File: config.mk
export PLATFORM = sky130hd
export DESIGN_NAME = controller_state_machine_flat
export DESIGN_NICKNAME = d
export VERILOG_FILES = /design/src/rtl/controller_state_machine_if.sv /design/src/rtl/controller_state_machine.sv /design/src/flat_wrapper.sv
export SDC_FILE = /design/constraint.sdc
export NUM_CORES = 1
export LEC_CHECK = 0
export BUFFER_PORTS_ARGS = -buffer_cell sky130_fd_sc_hd__buf_2
export CAP_MARGIN = 0
export CELL_PAD_IN_SITES_DETAIL_PLACEMENT = 1
export CELL_PAD_IN_SITES_GLOBAL_PLACEMENT = 2
export CORE_MARGIN = 2
export CORE_UTILIZATION = 22
export DETAILED_ROUTE_END_ITERATION = 10
export PLACE_DENSITY = 0.74
export SETUP_SLACK_MARGIN = 0.3
export SLEW_MARGIN = 10
export SYNTH_ARGS = -nofsm -noshare
export SYNTH_HDL_FRONTEND = slang
export SYNTH_SLANG_ARGS = --single-unit
export TNS_END_PERCENT = 5
File: constraint.sdc
create_clock -name Clk -period 1.6 [get_ports Clk]
set_input_delay 0.08 -clock Clk [delete_from_list [all_inputs] [get_ports Clk]]
set_output_delay 0.08 -clock Clk [all_outputs]
set_load 0.01 [all_outputs]
File: src/rtl/controller_state_machine_if.sv
// Control-unit bus of the 16-bit CPU.
// Carries the instruction-ROM fetch path (PC_Out -> instruction) and every
// control/observation output that the controller drives.
//   master : the controller (drives PC, IR, state codes and datapath controls)
//   slave  : the environment (instruction ROM, register file, ALU, data memory)
interface controller_state_machine_if #(
  parameter int unsigned PC_W    = 7,
  parameter int unsigned DADDR_W = 8
);
  logic [15:0]        instruction;
  logic [PC_W-1:0]    PC_Out;
  logic [15:0]        IR_Out;
  logic [3:0]         CurrentStateOut;
  logic [3:0]         NextStateOut;
  logic [DADDR_W-1:0] DAddr;
  logic               DWrite;
  logic               RFSelect;
  logic               RFWriteEnable;
  logic [3:0]         RFAReadAddr;
  logic [3:0]         RFBReadAddr;
  logic [3:0]         RFWriteAddr;
  logic [2:0]         ALUSelect;

  modport master (
    input  instruction,
    output PC_Out, IR_Out, CurrentStateOut, NextStateOut,
    output DAddr, DWrite, RFSelect, RFWriteEnable,
    output RFAReadAddr, RFBReadAddr, RFWriteAddr, ALUSelect
  );

  modport slave (
    output instruction,
    input  PC_Out, IR_Out, CurrentStateOut, NextStateOut,
    input  DAddr, DWrite, RFSelect, RFWriteEnable,
    input  RFAReadAddr, RFBReadAddr, RFWriteAddr, ALUSelect
  );
endinterface

File: src/rtl/controller_state_machine.sv
// Control unit of the 16-bit CPU: program counter, instruction register and
// Moore sequencing FSM for NOOP/STORE/LOAD/ADD/SUB/HALT.
// Ports:
//   Clk  : single clock, all state updates on the rising edge
//   Rst  : asynchronous active-low reset (state Init, PC 0, IR 0)
//   bus  : controller_state_machine_if.master -- instruction in; PC_Out,
//          IR_Out, current/next state codes and datapath controls out
// All control outputs depend only on the current state and IR.
module controller_state_machine #(
  parameter int unsigned PC_W    = 7,
  parameter int unsigned DADDR_W = 8
) (
  input  logic                          Clk,
  input  logic                          Rst,
  controller_state_machine_if.master    bus
);

  typedef enum logic [3:0] {
    S_INIT   = 4'd0,
    S_FETCH  = 4'd1,
    S_DECODE = 4'd2,
    S_NOOP   = 4'd3,
    S_LOADA  = 4'd4,
    S_LOADB  = 4'd5,
    S_STORE  = 4'd6,
    S_ADD    = 4'd7,
    S_SUB    = 4'd8,
    S_HALT   = 4'd9
  } state_t;

  typedef enum logic [3:0] {
    OP_NOOP  = 4'h0,
    OP_STORE = 4'h1,
    OP_LOAD  = 4'h2,
    OP_ADD   = 4'h3,
    OP_SUB   = 4'h4,
    OP_HALT  = 4'h5
  } opcode_t;

  state_t          state_q, state_d;
  logic [PC_W-1:0] pc_q, pc_d;
  logic [15:0]     ir_q, ir_d;

  always_ff @(posedge Clk or negedge Rst) begin
    if (!Rst) begin
      state_q <= S_INIT;
      pc_q    <= '0;
      ir_q    <= '0;
    end else begin
      state_q <= state_d;
      pc_q    <= pc_d;
      ir_q    <= ir_d;
    end
  end

  // Next-state, PC and IR update. PC moves only in Init/Fetch, IR loads only
  // in Fetch, so Halt freezes both simply by holding state.
  always_comb begin
    state_d = state_q;
    pc_d    = pc_q;
    ir_d    = ir_q;
    case (state_q)
      S_INIT: begin
        pc_d    = '0;
        state_d = S_FETCH;
      end
      S_FETCH: begin
        ir_d    = bus.instruction;
        pc_d    = pc_q + 1'b1;
        state_d = S_DECODE;
      end
      S_DECODE: begin
        case (opcode_t'(ir_q[15:12]))
          OP_STORE: state_d = S_STORE;
          OP_LOAD:  state_d = S_LOADA;
          OP_ADD:   state_d = S_ADD;
          OP_SUB:   state_d = S_SUB;
          OP_HALT:  state_d = S_HALT;
          default:  state_d = S_NOOP;
        endcase
      end
      S_LOADA:                                  state_d = S_LOADB;
      S_NOOP, S_LOADB, S_STORE, S_ADD, S_SUB:   state_d = S_FETCH;
      S_HALT:                                   state_d = S_HALT;
      default:                                  state_d = S_INIT;
    endcase
  end

  // Moore control outputs
  always_comb begin
    bus.DAddr         = '0;
    bus.DWrite        = 1'b0;
    bus.RFSelect      = 1'b0;
    bus.RFWriteEnable = 1'b0;
    bus.RFAReadAddr   = '0;
    bus.RFBReadAddr   = '0;
    bus.RFWriteAddr   = '0;
    bus.ALUSelect     = '0;
    case (state_q)
      S_LOADA, S_LOADB: begin
        bus.DAddr         = ir_q[4 +: DADDR_W];
        bus.RFSelect      = 1'b1;
        bus.RFWriteAddr   = ir_q[3:0];
        bus.RFWriteEnable = (state_q == S_LOADB);
      end
      S_STORE: begin
        bus.DAddr       = ir_q[4 +: DADDR_W];
        bus.RFAReadAddr = ir_q[3:0];
        bus.DWrite      = 1'b1;
      end
      S_ADD, S_SUB: begin
        bus.RFAReadAddr   = ir_q[11:8];
        bus.RFBReadAddr   = ir_q[7:4];
        bus.RFWriteAddr   = ir_q[3:0];
        bus.RFWriteEnable = 1'b1;
        bus.ALUSelect     = (state_q == S_ADD) ? 3'd1 : 3'd2;
      end
      default: ;
    endcase
  end

  assign bus.PC_Out          = pc_q;
  assign bus.IR_Out          = ir_q;
  assign bus.CurrentStateOut = state_q;
  assign bus.NextStateOut    = state_d;

endmodule

File: src/flat_wrapper.sv
// flat-port wrapper written by rule: the top's interface ports become plain ports
module controller_state_machine_flat 
#(
  parameter int unsigned PC_W    = 7,
  parameter int unsigned DADDR_W = 8
)
  (Clk, Rst, bus_instruction, bus_PC_Out, bus_IR_Out, bus_CurrentStateOut, bus_NextStateOut, bus_DAddr, bus_DWrite, bus_RFSelect, bus_RFWriteEnable, bus_RFAReadAddr, bus_RFBReadAddr, bus_RFWriteAddr, bus_ALUSelect);
  controller_state_machine_if #(.PC_W(PC_W), .DADDR_W(DADDR_W)) bus_i ();
  input  logic Clk;
  input  logic Rst;
  input wire logic [$bits(bus_i.instruction)-1:0] bus_instruction;
  output wire logic [$bits(bus_i.PC_Out)-1:0] bus_PC_Out;
  output wire logic [$bits(bus_i.IR_Out)-1:0] bus_IR_Out;
  output wire logic [$bits(bus_i.CurrentStateOut)-1:0] bus_CurrentStateOut;
  output wire logic [$bits(bus_i.NextStateOut)-1:0] bus_NextStateOut;
  output wire logic [$bits(bus_i.DAddr)-1:0] bus_DAddr;
  output wire logic [$bits(bus_i.DWrite)-1:0] bus_DWrite;
  output wire logic [$bits(bus_i.RFSelect)-1:0] bus_RFSelect;
  output wire logic [$bits(bus_i.RFWriteEnable)-1:0] bus_RFWriteEnable;
  output wire logic [$bits(bus_i.RFAReadAddr)-1:0] bus_RFAReadAddr;
  output wire logic [$bits(bus_i.RFBReadAddr)-1:0] bus_RFBReadAddr;
  output wire logic [$bits(bus_i.RFWriteAddr)-1:0] bus_RFWriteAddr;
  output wire logic [$bits(bus_i.ALUSelect)-1:0] bus_ALUSelect;
  assign bus_i.instruction = bus_instruction;
  assign bus_PC_Out = bus_i.PC_Out;
  assign bus_IR_Out = bus_i.IR_Out;
  assign bus_CurrentStateOut = bus_i.CurrentStateOut;
  assign bus_NextStateOut = bus_i.NextStateOut;
  assign bus_DAddr = bus_i.DAddr;
  assign bus_DWrite = bus_i.DWrite;
  assign bus_RFSelect = bus_i.RFSelect;
  assign bus_RFWriteEnable = bus_i.RFWriteEnable;
  assign bus_RFAReadAddr = bus_i.RFAReadAddr;
  assign bus_RFBReadAddr = bus_i.RFBReadAddr;
  assign bus_RFWriteAddr = bus_i.RFWriteAddr;
  assign bus_ALUSelect = bus_i.ALUSelect;
  controller_state_machine #(.PC_W(PC_W), .DADDR_W(DADDR_W)) u_core (.Clk(Clk), .Rst(Rst), .bus(bus_i));
endmodule
# ---- After elaboration in Yosys (flattened, before gate mapping)
# Index checks and enable logic that the tools add are counted.
# W data, S select, Z words.
dict set report word_totals {
  reg_bits 27
  latch_bits 0
  ram_bits 0
  romBits 0
  elab_cells 37
  memories 0
}
dict set report op_classes {
  addsub 1
  mul 0
  n_div 0
  magnitude_cmp 0
  eq_ne 14
  n_shift 0
  muxes 12
  bitwise_logic 0
  n_reduce_logical 7
}
# operator n
set op_table {}
lappend op_table {{$pmux W4 S5} 2}
lappend op_table {{$eq A4 B3 Y1 const B} 6}
lappend op_table {{$eq A4 B2 Y1 const B} 4}
lappend op_table {{$pmux W7 S2} 1}
lappend op_table {{$eq A4 B1 Y1 const B} 2}
lappend op_table {{$eq A4 B4 Y1 const B} 2}
lappend op_table {{$mux W4} 2}
lappend op_table {{$mux W8} 1}
lappend op_table {{$pmux W4 S2} 1}
lappend op_table {{$add A7 B1 Y7 const B} 1}
lappend op_table {{$reduce_or A6 Y1} 1}
lappend op_table {{$logic_not A4 Y1} 1}
lappend op_table {{$reduce_or A2 Y1} 2}
lappend op_table {{$reduce_or A4 Y1} 1}
lappend op_table {{$mux W3} 1}
lappend op_table {{$reduce_or A3 Y1} 1}
lappend op_table {{$mux W1} 2}
lappend op_table {{$mux W2} 1}
lappend op_table {{$pmux W1 S2} 1}
lappend op_table {{$reduce_bool A2 Y1} 1}

# ---- Longest topological paths before layout
# Gate-level depths: netlist (run 1).
dict set report logic_depth {
  ltp_word 3
  mapped_depth 5
}

# ---- Least setup slack after synthesis (run 1)
# OpenSTA, ideal clock, no wires.
dict set report synth_path {
  path_kind {reg-to-reg}
  start {register u_core.state_q[2], in the netlist u_core.bus.CurrentStateOut[2]}
  end {register u_core.state_q[1], in the netlist u_core.bus.CurrentStateOut[1]}
  arrival_ns 1.488
  required_time_ns 1.418
  slack_ns -0.070
  path_stages_with_launch 5
  n_path_buf 2
  synth_period_minus_slack_ns 1.670
  cell_sequence {dfrtp_1 or4b_1 clkbuf_1 clkbuf_1 o41ai_1}
}
dict set report synth_via {
  elab_chain_cells 3
  word_cells_on_any_way 12
  classes_between {eq/ne (9); mux (1); reduce/logical (2)}
}
# element line_no
set synth_lines {}
lappend synth_lines {{start: declaration} controller_state_machine.sv:40} ;# state_t state_q, state_d;
lappend synth_lines {{start signal: assignment} controller_state_machine.sv:50} ;# state_q <= state_d;
lappend synth_lines {{$eq A4 B2 Y1, or another cell as far along} controller_state_machine.sv:62} ;# case (state_q)
lappend synth_lines {{$reduce_or A6 Y1 (no line)} -}
lappend synth_lines {{$pmux W4 S5 *} controller_state_machine.sv:62}
lappend synth_lines {{net bus_NextStateOut[1]} flat_wrapper.sv:15} ;# output wire logic [$bits(bus_i.NextStateOut)-1:0] bus_NextStateOut;
# Mark *: on every way through the listed nets, which the timed path passes. The rest lies on a longest branch.
# A chain may end at the register's enable or synchronous reset.

# ---- Final worst setup path (run 1)
dict set report layout_path {
  start {register u_core.state_q[1], in the netlist u_core.bus.CurrentStateOut[1]}
  end {output port bus_RFAReadAddr[2]}
}
dict set report layout_via {
  elab_chain_cells 3
  word_cells_on_any_way 5
  classes_between {eq/ne (3); mux (1); reduce/logical (1)}
}
# element line_no
set layout_lines {}
lappend layout_lines {{$eq A4 B4 Y1 or $eq A4 B3 Y1 (tied branches)} controller_state_machine.sv:99} ;# case (state_q)
lappend layout_lines {{$reduce_or A2 Y1} controller_state_machine.sv:99}
lappend layout_lines {{$pmux W4 S2 *} controller_state_machine.sv:99}
lappend layout_lines {{end: declaration} flat_wrapper.sv:20} ;# output wire logic [$bits(bus_i.RFAReadAddr)-1:0] bus_RFAReadAddr;
# Every way passes the cells marked *; elsewhere a longest branch is shown, timed or not.

==> summary.json, run 1 <==
{
  "leading_cell_type_in_the_layout_fill_and_taps_excluded": {"value": "buf_2"},
  "power.density": {"value": 1780, "unit": "nW/um^2"},
  "reg2reg_from": {"value": "u_core.bus.CurrentStateOut[1]$_DFF_PN0_"},
  "min_period_over_period": {"value": 117, "unit": "%"},
  "netlist_top_cells_area": {"value": "dfrtp_1 (47%), nand2_1 (14%), and2_1 (5.2%)"},
  "worstPathMaxFanout": {"value": 8},
  "worst_setup_path_start": {"value": "u_core.bus.CurrentStateOut[1]$_DFF_PN0_"},
  "die_area": {"value": 7210, "unit": "um^2"},
  "timing_worst_setup_path_type": {"value": "reg -> out"},
  "synth_cells": {"value": 165},
  "detailroute.via_count": {"value": 1599},
  "fin_nets": {"value": 298},
  "grt_pass1_vias": {"value": 1668},
  "hold_violations": {"value": 0},
  "drtAntennaViolNets": {"value": 0},
  "timing.reg2reg.setup_slack": {"value": -0.08, "unit": "ns"},
  "wirelength": {"value": 5.17, "unit": "mm"},
  "gp_routability_congestion": {"value": 0.751},
  "slowest_delay": {"value": 0.53, "unit": "ns"},
  "tritoncts_clock_tree": {"value": "built"},
  "die_h": {"value": 84.9, "unit": "um"},
  "setup_ws": {"value": -0.270, "unit": "ns"},
  "antenna_found_initial": {"value": 0},
  "floorplan.rows": {"value": 29},
  "drc": {"value": 0},
  "synth-seq-cells": {"value": 27},
  "power.static_leakage": {"value": 1.31, "unit": "nW"},
  "setup-violations-final": {"value": 28},
  "yosys_warnings": {"value": 0},
  "syn2layout_area_growth": {"value": 68.7, "unit": "%"},
  "worst-slew-pin-transition": {"value": 0.655, "unit": "ns"},
  "synth-seq-area-share": {"value": 46.9, "unit": "%"},
  "mostFrequentLayoutCells": {"value": "buf_2 (72), nand2_1 (55), buf_4 (24)"},
  "status": {"value": "finished, violations left"},
  "core_region_area": {"value": 6350, "unit": "um^2"},
  "most_area_hungry_cell_type_in_the_yosys_netlist": {"value": "dfrtp_1"},
  "dieWidth": {"value": 84.9, "unit": "um"},
  "post_drt_via_cell_ratio": {"value": 4.50},
  "portBuffers": {"value": 73},
  "timing.hold.ws": {"value": 0.371, "unit": "ns"},
  "synthesis.area_per_instance": {"value": 8.73, "unit": "um^2"},
  "setup_repair_after_global_routing_missed_its_margin": {"value": "true"},
  "cts_num_sinks": {"value": 27},
  "clock_skew": {"value": 0.00535, "unit": "ns"},
  "drt_iter0_markers": {"value": 78},
  "worstPathArrival": {"value": 1.79, "unit": "ns"},
  "slew-limit-headroom": {"value": 56.4, "unit": "%"},
  "hold_class": {"value": "in -> async"},
  "starting_density_of_the_core": {"value": 22.7, "unit": "%"},
  "clock_latency_on_the_worst_skew_pair": {"value": 0.27, "unit": "ns"},
  "cpMaxStageDelayCell": {"value": "or4b_4"},
  "timing.critical_path.required": {"value": 1.52, "unit": "ns"},
  "clk_path_buf_depth": {"value": 2},
  "irDropWorstVdd": {"value": 0.603, "unit": "mV"},
  "worstReg2RegEnd": {"value": "u_core.bus.PC_Out[6]$_DFFE_PN0P_"},
  "synth_top_area_share": {"value": 46.9, "unit": "%"},
  "layout.filler_cells": {"value": 760},
  "firstDrtPassIters": {"value": 4},
  "violations": {"value": "setup timing"},
  "period_minus_slack": {"value": 1.87, "unit": "ns"},
  "detailedPlacementHpwl": {"value": 3.64, "unit": "mm"},
  "design.portCount": {"value": 75},
  "grt_use_total": {"value": 14.5, "unit": "%"},
  "clkSlewWorstSetupHoldPaths": {"value": 0.10, "unit": "ns"},
  "grt_pass1_wl": {"value": 8.42, "unit": "mm"},
  "path_cells": {"value": "buf_6, or4b_4, o21ai_4, a22o_1, buf_2"},
  "routed_wire_length_per_instance": {"value": 14.6, "unit": "um"},
  "synth.net_count": {"value": 184},
  "rr_worst_depth": {"value": 4},
  "ys_types": {"value": 33},
  "netlist_area": {"value": 1440, "unit": "um^2"},
  "worstSetupStartpointType": {"value": "flop"},
  "clock-root-buffer": {"value": "clkbuf_8"},
  "globalRoute.totalOverflow": {"value": 0},
  "maxCapViolCount": {"value": 0},
  "grt_start_max_net_pins": {"value": 28},
  "clock_tree.htree_level_count": {"value": 1},
  "number_of_antenna_repair_diodes": {"value": 0},
  "timing.critical_path.to_type": {"value": "primary output"},
  "cts-buffers-inserted": {"value": 3},
  "endpoint": {"value": "bus_RFAReadAddr[2]"},
  "power": {"value": 4.32, "unit": "mW"},
  "timing.fmax": {"value": 535, "unit": "MHz"},
  "drive_above_1_share": {"value": 47.8, "unit": "%"},
  "report.final.slew_viol_count": {"value": 0}
}
[worst max-delay path: cells and delay by family, from the launching register on]
family	cells	cell delay [ns]
flops	1	0.41
compound gates	2	0.31
buf+inv	2	0.25
simple gates	1	0.53
[worst min path at each step]
stage          startpoint                                 endpoint  slack (ns)  cells after the start
2_1_floorplan         Rst  u_core.bus.CurrentStateOut[0]$_DFF_PN0_       -0.22                      0
3_3_place_gp          Rst         u_core.bus.IR_Out[1]$_DFFE_PN0P_        0.15                      1
3_5_place_dp          Rst        u_core.bus.IR_Out[10]$_DFFE_PN0P_        0.15                      1
4_1_cts               Rst        u_core.bus.IR_Out[10]$_DFFE_PN0P_        0.37                      2
5_1_grt               Rst  u_core.bus.CurrentStateOut[1]$_DFF_PN0_        0.42                      2
6_report              Rst         u_core.bus.IR_Out[8]$_DFFE_PN0P_        0.37                      2
[power by group]
| group | internal (mW) | total (mW) | switching, mW | leakage (nW) |
|---|---|---|---|---|
| sequential | 0.986 | 1.32 | 0.339 | 0.335 |
| clock | 0.175 | 0.401 | 0.226 | 0.0255 |
| combinational | 1.23 | 2.59 | 1.36 | 0.946 |
[cells in the mapped netlist, drive strengths merged]
cell type  number
o2111ai         1
conb            1
xor2            1
o21ai           6
ha              1
or4             3
a21o            1
inv             2
buf             5
o41ai           1
a211oi          1
or4b            2
or3b            2
dfrtp          27
and2           12
nand3           5
and3            3
nand2b          5
or3             1
nand2          55
nor4b           4
nor3            1
a21boi          4
a22o            6
clkbuf          4
nor2            3
o211ai          2
a21oi           3
nand3b          1
a211o           2
[sequential cells by signal, summed over array words and instances (netlist names)]
register,cells
u_core.bus.PC_Out,7
u_core.bus.CurrentStateOut,4
u_core.bus.IR_Out,16
[per-stage QoR]
step | area [um^2] | setup WS [ns] | utilization, % | TNS (ns) | cells
after detailed placement | 2080 | -0.0543 | 32.8 | -0.121 | 328
after CTS | 2400 | -0.277 | 37.8 | -4.89 | 355
after floorplan | 1540 | 0.0889 | - | 0 | 165
final | 2430 | -0.270 | 38.3 | -4.47 | 355
after global placement | 2080 | -0.0304 | 32.8 | -0.0631 | 328
after global routing | 2430 | -0.343 | 38.3 | -6.95 | 355
[per-layer routing]
layer	vias up	part of all wire [%]	global-route usage, %
met5	-	0	0
li1	789	-	-
met1	756	49	21.0
met2	52	45	22.2
met3	2	6.0	2.92
met4	0	0.46	3.46
[kinds of logic after synthesis]
group,after synthesis,share of synthesized area (%)
and+or+nand+nor,97,34.5
buffers and inverters,11,3.48
xor gates and xnor gates,1,0.608
AOI/OAI and AO/OA,27,13.4
other,1,0.260
adders and majority gates,1,0.869
DFF,27,46.9
[timing repair]
action,4_1_cts,5_1_grt
gates resized for setup,18,5
cloned,0,0
setup endpoints to repair,56,56
hold buffers,17,0
pin swaps,17,8
setup buffers,6,0
endpoints found under the hold margin,43,0
[layout make-up]
cell class              instances  area, um^2  share of cell area (%)
multi-input cells             127         828                    34.1
repair buffers                118         767                    31.6
flip-flops and latches         27         681                    28.0
well taps                      77        96.3                    3.96
clock buffers                   3        41.3                    1.70
inverters                       2        11.3                   0.463
clock inverters                 1        5.00                   0.206
Note: power is estimated with default switching activity, not from simulation.
==> run 2, diff against run 1 <==
- CELL_PAD_IN_SITES_DETAIL_PLACEMENT: 1 -> 0
- CELL_PAD_IN_SITES_GLOBAL_PLACEMENT: 2 -> 1
- CORE_UTILIZATION: 22 -> 28
- PLACE_DENSITY: 0.74 -> 0.73
==> summary.json, run 2 (same netlist as run 1, synthesis figures left out) <==
{
  "post_drt_via_cell_ratio": {"value": 4.62},
  "setup_ws": {"value": -0.209, "unit": "ns"},
  "combinationalPowerShare": {"value": 59.3, "unit": "%"},
  "wirelength": {"value": 4.58, "unit": "mm"},
  "grt_use_total": {"value": 17.3, "unit": "%"},
  "clock-root-buffer": {"value": "clkbuf_8"},
  "cpMaxStageDelayCell": {"value": "or4b_4"},
  "portBuffers": {"value": 73},
  "critical_path.top_delay_family": {"value": "simple AND/OR/NAND/NOR gates"},
  "worstPathMaxFanout": {"value": 8},
  "status": {"value": "finished, violations left"},
  "dr_wl_met2": {"value": 2.09, "unit": "mm"},
  "die_area": {"value": 5730, "unit": "um^2"},
  "min_period_over_period": {"value": 113, "unit": "%"},
  "clockPowerShare": {"value": 9.5, "unit": "%"},
  "cellInternalPower": {"value": 2.40, "unit": "mW"},
  "setup_repair_after_global_routing_missed_its_margin": {"value": "true"},
  "firstDrtPassIters": {"value": 4},
  "cts_num_sinks": {"value": 27},
  "maxCapViolCount": {"value": 0},
  "floorplan.rows": {"value": 26},
  "clock_tree.htree_level_count": {"value": 1},
  "hold_class": {"value": "in -> reg"},
  "clock_skew": {"value": 0.00618, "unit": "ns"},
  "period_minus_slack": {"value": 1.81, "unit": "ns"},
  "clock_latency_on_the_worst_skew_pair": {"value": 0.27, "unit": "ns"},
  "hold_violations": {"value": 0},
  "wl_met1": {"value": 2.14, "unit": "mm"},
  "timing_worst_setup_path_type": {"value": "reg -> out"},
  "detailroute.via_count": {"value": 1562},
  "starting_density_of_the_core": {"value": 28.6, "unit": "%"},
  "routed_wire_length_per_instance": {"value": 13.6, "unit": "um"},
  "largest_register_ff_count": {"value": 16},
  "switchingPower": {"value": 1.91, "unit": "mW"},
  "report.final.slew_viol_count": {"value": 0},
  "detailedPlacementHpwl": {"value": 3.15, "unit": "mm"},
  "die_h": {"value": 75.7, "unit": "um"},
  "violations": {"value": "setup timing"},
  "design.portCount": {"value": 75},
  "path_cells": {"value": "or4b_4, o21ai_4, a22o_1, buf_2"},
  "leading_cell_type_in_the_layout_fill_and_taps_excluded": {"value": "buf_2"},
  "wl_met3": {"value": 318, "unit": "um"},
  "irDropWorstVdd": {"value": 0.718, "unit": "mV"},
  "gp_routability_congestion": {"value": 0.716},
  "worstPathArrival": {"value": 1.73, "unit": "ns"},
  "critical_path.n_buffers_inverters": {"value": 1},
  "mostFrequentLayoutCells": {"value": "buf_2 (73), nand2_1 (52), dfrtp_1 (22)"},
  "timing.hold.ws": {"value": 0.000787, "unit": "ns"},
  "place_area": {"value": 2030, "unit": "um^2"},
  "worstSetupStartpointType": {"value": "flop"},
  "layout.filler_cells": {"value": 498},
  "fin_area": {"value": 2350, "unit": "um^2"},
  "seq_power_share": {"value": 31.3, "unit": "%"},
  "clkSlewWorstSetupHoldPaths": {"value": 0.10, "unit": "ns"},
  "globalRoute.totalOverflow": {"value": 0},
  "slew-limit-headroom": {"value": 57.6, "unit": "%"},
  "grt_pass1_wl": {"value": 7.42, "unit": "mm"},
  "setup-violations-final": {"value": 22},
  "cts-buffers-inserted": {"value": 3},
  "drt_iter0_markers": {"value": 109},
  "drive_above_1_share": {"value": 46.3, "unit": "%"},
  "slowest_delay": {"value": 0.57, "unit": "ns"},
  "dieWidth": {"value": 75.7, "unit": "um"},
  "power.static_leakage": {"value": 1.26, "unit": "nW"},
  "fin_nets": {"value": 288},
  "antenna_found_initial": {"value": 0},
  "timing.fmax": {"value": 553, "unit": "MHz"},
  "grt_pass1_vias": {"value": 1502},
  "drtAntennaViolNets": {"value": 0},
  "worst-slew-pin-transition": {"value": 0.636, "unit": "ns"},
  "drc": {"value": 0},
  "grt_start_max_net_pins": {"value": 28},
  "power.density": {"value": 1830, "unit": "nW/um^2"},
  "clk_path_buf_depth": {"value": 2},
  "timing.critical_path.required": {"value": 1.52, "unit": "ns"},
  "core_region_area": {"value": 5040, "unit": "um^2"},
  "timing.critical_path.to_type": {"value": "primary output"},
  "place_worst_setup_slack": {"value": 0.0205, "unit": "ns"},
  "switching_share": {"value": 44.2, "unit": "%"},
  "dr.max_layer_used": {"value": "met4"},
  "syn2layout_area_growth": {"value": 63.1, "unit": "%"},
  "tritoncts_clock_tree": {"value": "built"},
  "number_of_antenna_repair_diodes": {"value": 0}
}
## run 2: changes by cell type in the layout (fill, tap and decap cells not counted), sizes merged
cell,change
buf,-8
clkbuf,+1
clkinv,-1
clkinvlp,-1
dlygate4sd3,-2
inv,+1
## run 2: final timing paths
path	start	to	slack, ns	cells past startpoint
max in group asynchronous	Rst	u_core.bus.CurrentStateOut[2]$_DFF_PN0_	0.80	2
setup / recovery	u_core.bus.CurrentStateOut[1]$_DFF_PN0_	bus_RFAReadAddr[3]	-0.21	4
min in group asynchronous	Rst	u_core.bus.IR_Out[6]$_DFFE_PN0P_	0.34	2
setup reg to reg	u_core.bus.CurrentStateOut[2]$_DFF_PN0_	u_core.bus.PC_Out[5]$_DFFE_PN0P_	-0.15	4
hold reg to reg	u_core.bus.IR_Out[4]$_DFFE_PN0P_	u_core.bus.IR_Out[4]$_DFFE_PN0P_	0.52	2
hold / removal	bus_instruction[13]	u_core.bus.IR_Out[13]$_DFFE_PN0P_	0.0008	3
## run 2: power groups by stage
stage | registers (mW) | logic, mW | clock network, mW
6_report | 1.35 | 2.55 | 0.407
5_1_grt | 1.41 | 2.82 | 0.432
4_1_cts | 1.33 | 2.48 | 0.412
3_5_place_dp | 1.32 | 2.18 | 0
3_3_place_gp | 1.33 | 2.16 | 0
2_1_floorplan | 1.39 | 1.25 | 0
## run 2: layout make-up
cell class | count | area [um^2] | share of cell area [%]
inverters | 2 | 7.51 | 0.320
repair buffers | 108 | 694 | 29.6
multi-input cells | 127 | 832 | 35.4
clock buffers | 4 | 45.0 | 1.92
well taps | 70 | 87.6 | 3.73
flip-flops and latches | 27 | 682 | 29.0
## run 2: through the flow
stage	utilization, %	TNS, ns	total power [mW]	std cells
2_1_floorplan	-	0	2.65	165
3_3_place_gp	40.2	0	3.49	315
3_5_place_dp	40.2	0	3.50	315
4_1_cts	45.9	-3.51	4.22	338
5_1_grt	46.6	-5.40	4.66	338
6_report	46.6	-3.02	4.31	338
## run 2: metal layers
layer,GRT usage (%),vias to the layer above
met5,0,-
li1,-,773
met4,4.48,0
met2,27.4,57
met1,23.9,728
met3,3.97,4
## run 2: worst reg2reg max path, delay by kind of cell, from the launching register on
| kind | cells | cell delay (ns) |
|---|---|---|
| simple gates | 3 | 1.08 |
| flops | 1 | 0.47 |
| buf+inv | 1 | 0.16 |
## run 2: timing repair
action / in CTS / in global routing
hold buffers: 15 / 0
resized for setup: 17 / 9
pin swaps: 9 / 9
setup endpoints to repair: 56 / 56
hold endpoints to repair: 41 / 0
buffers inserted: 4 / 0
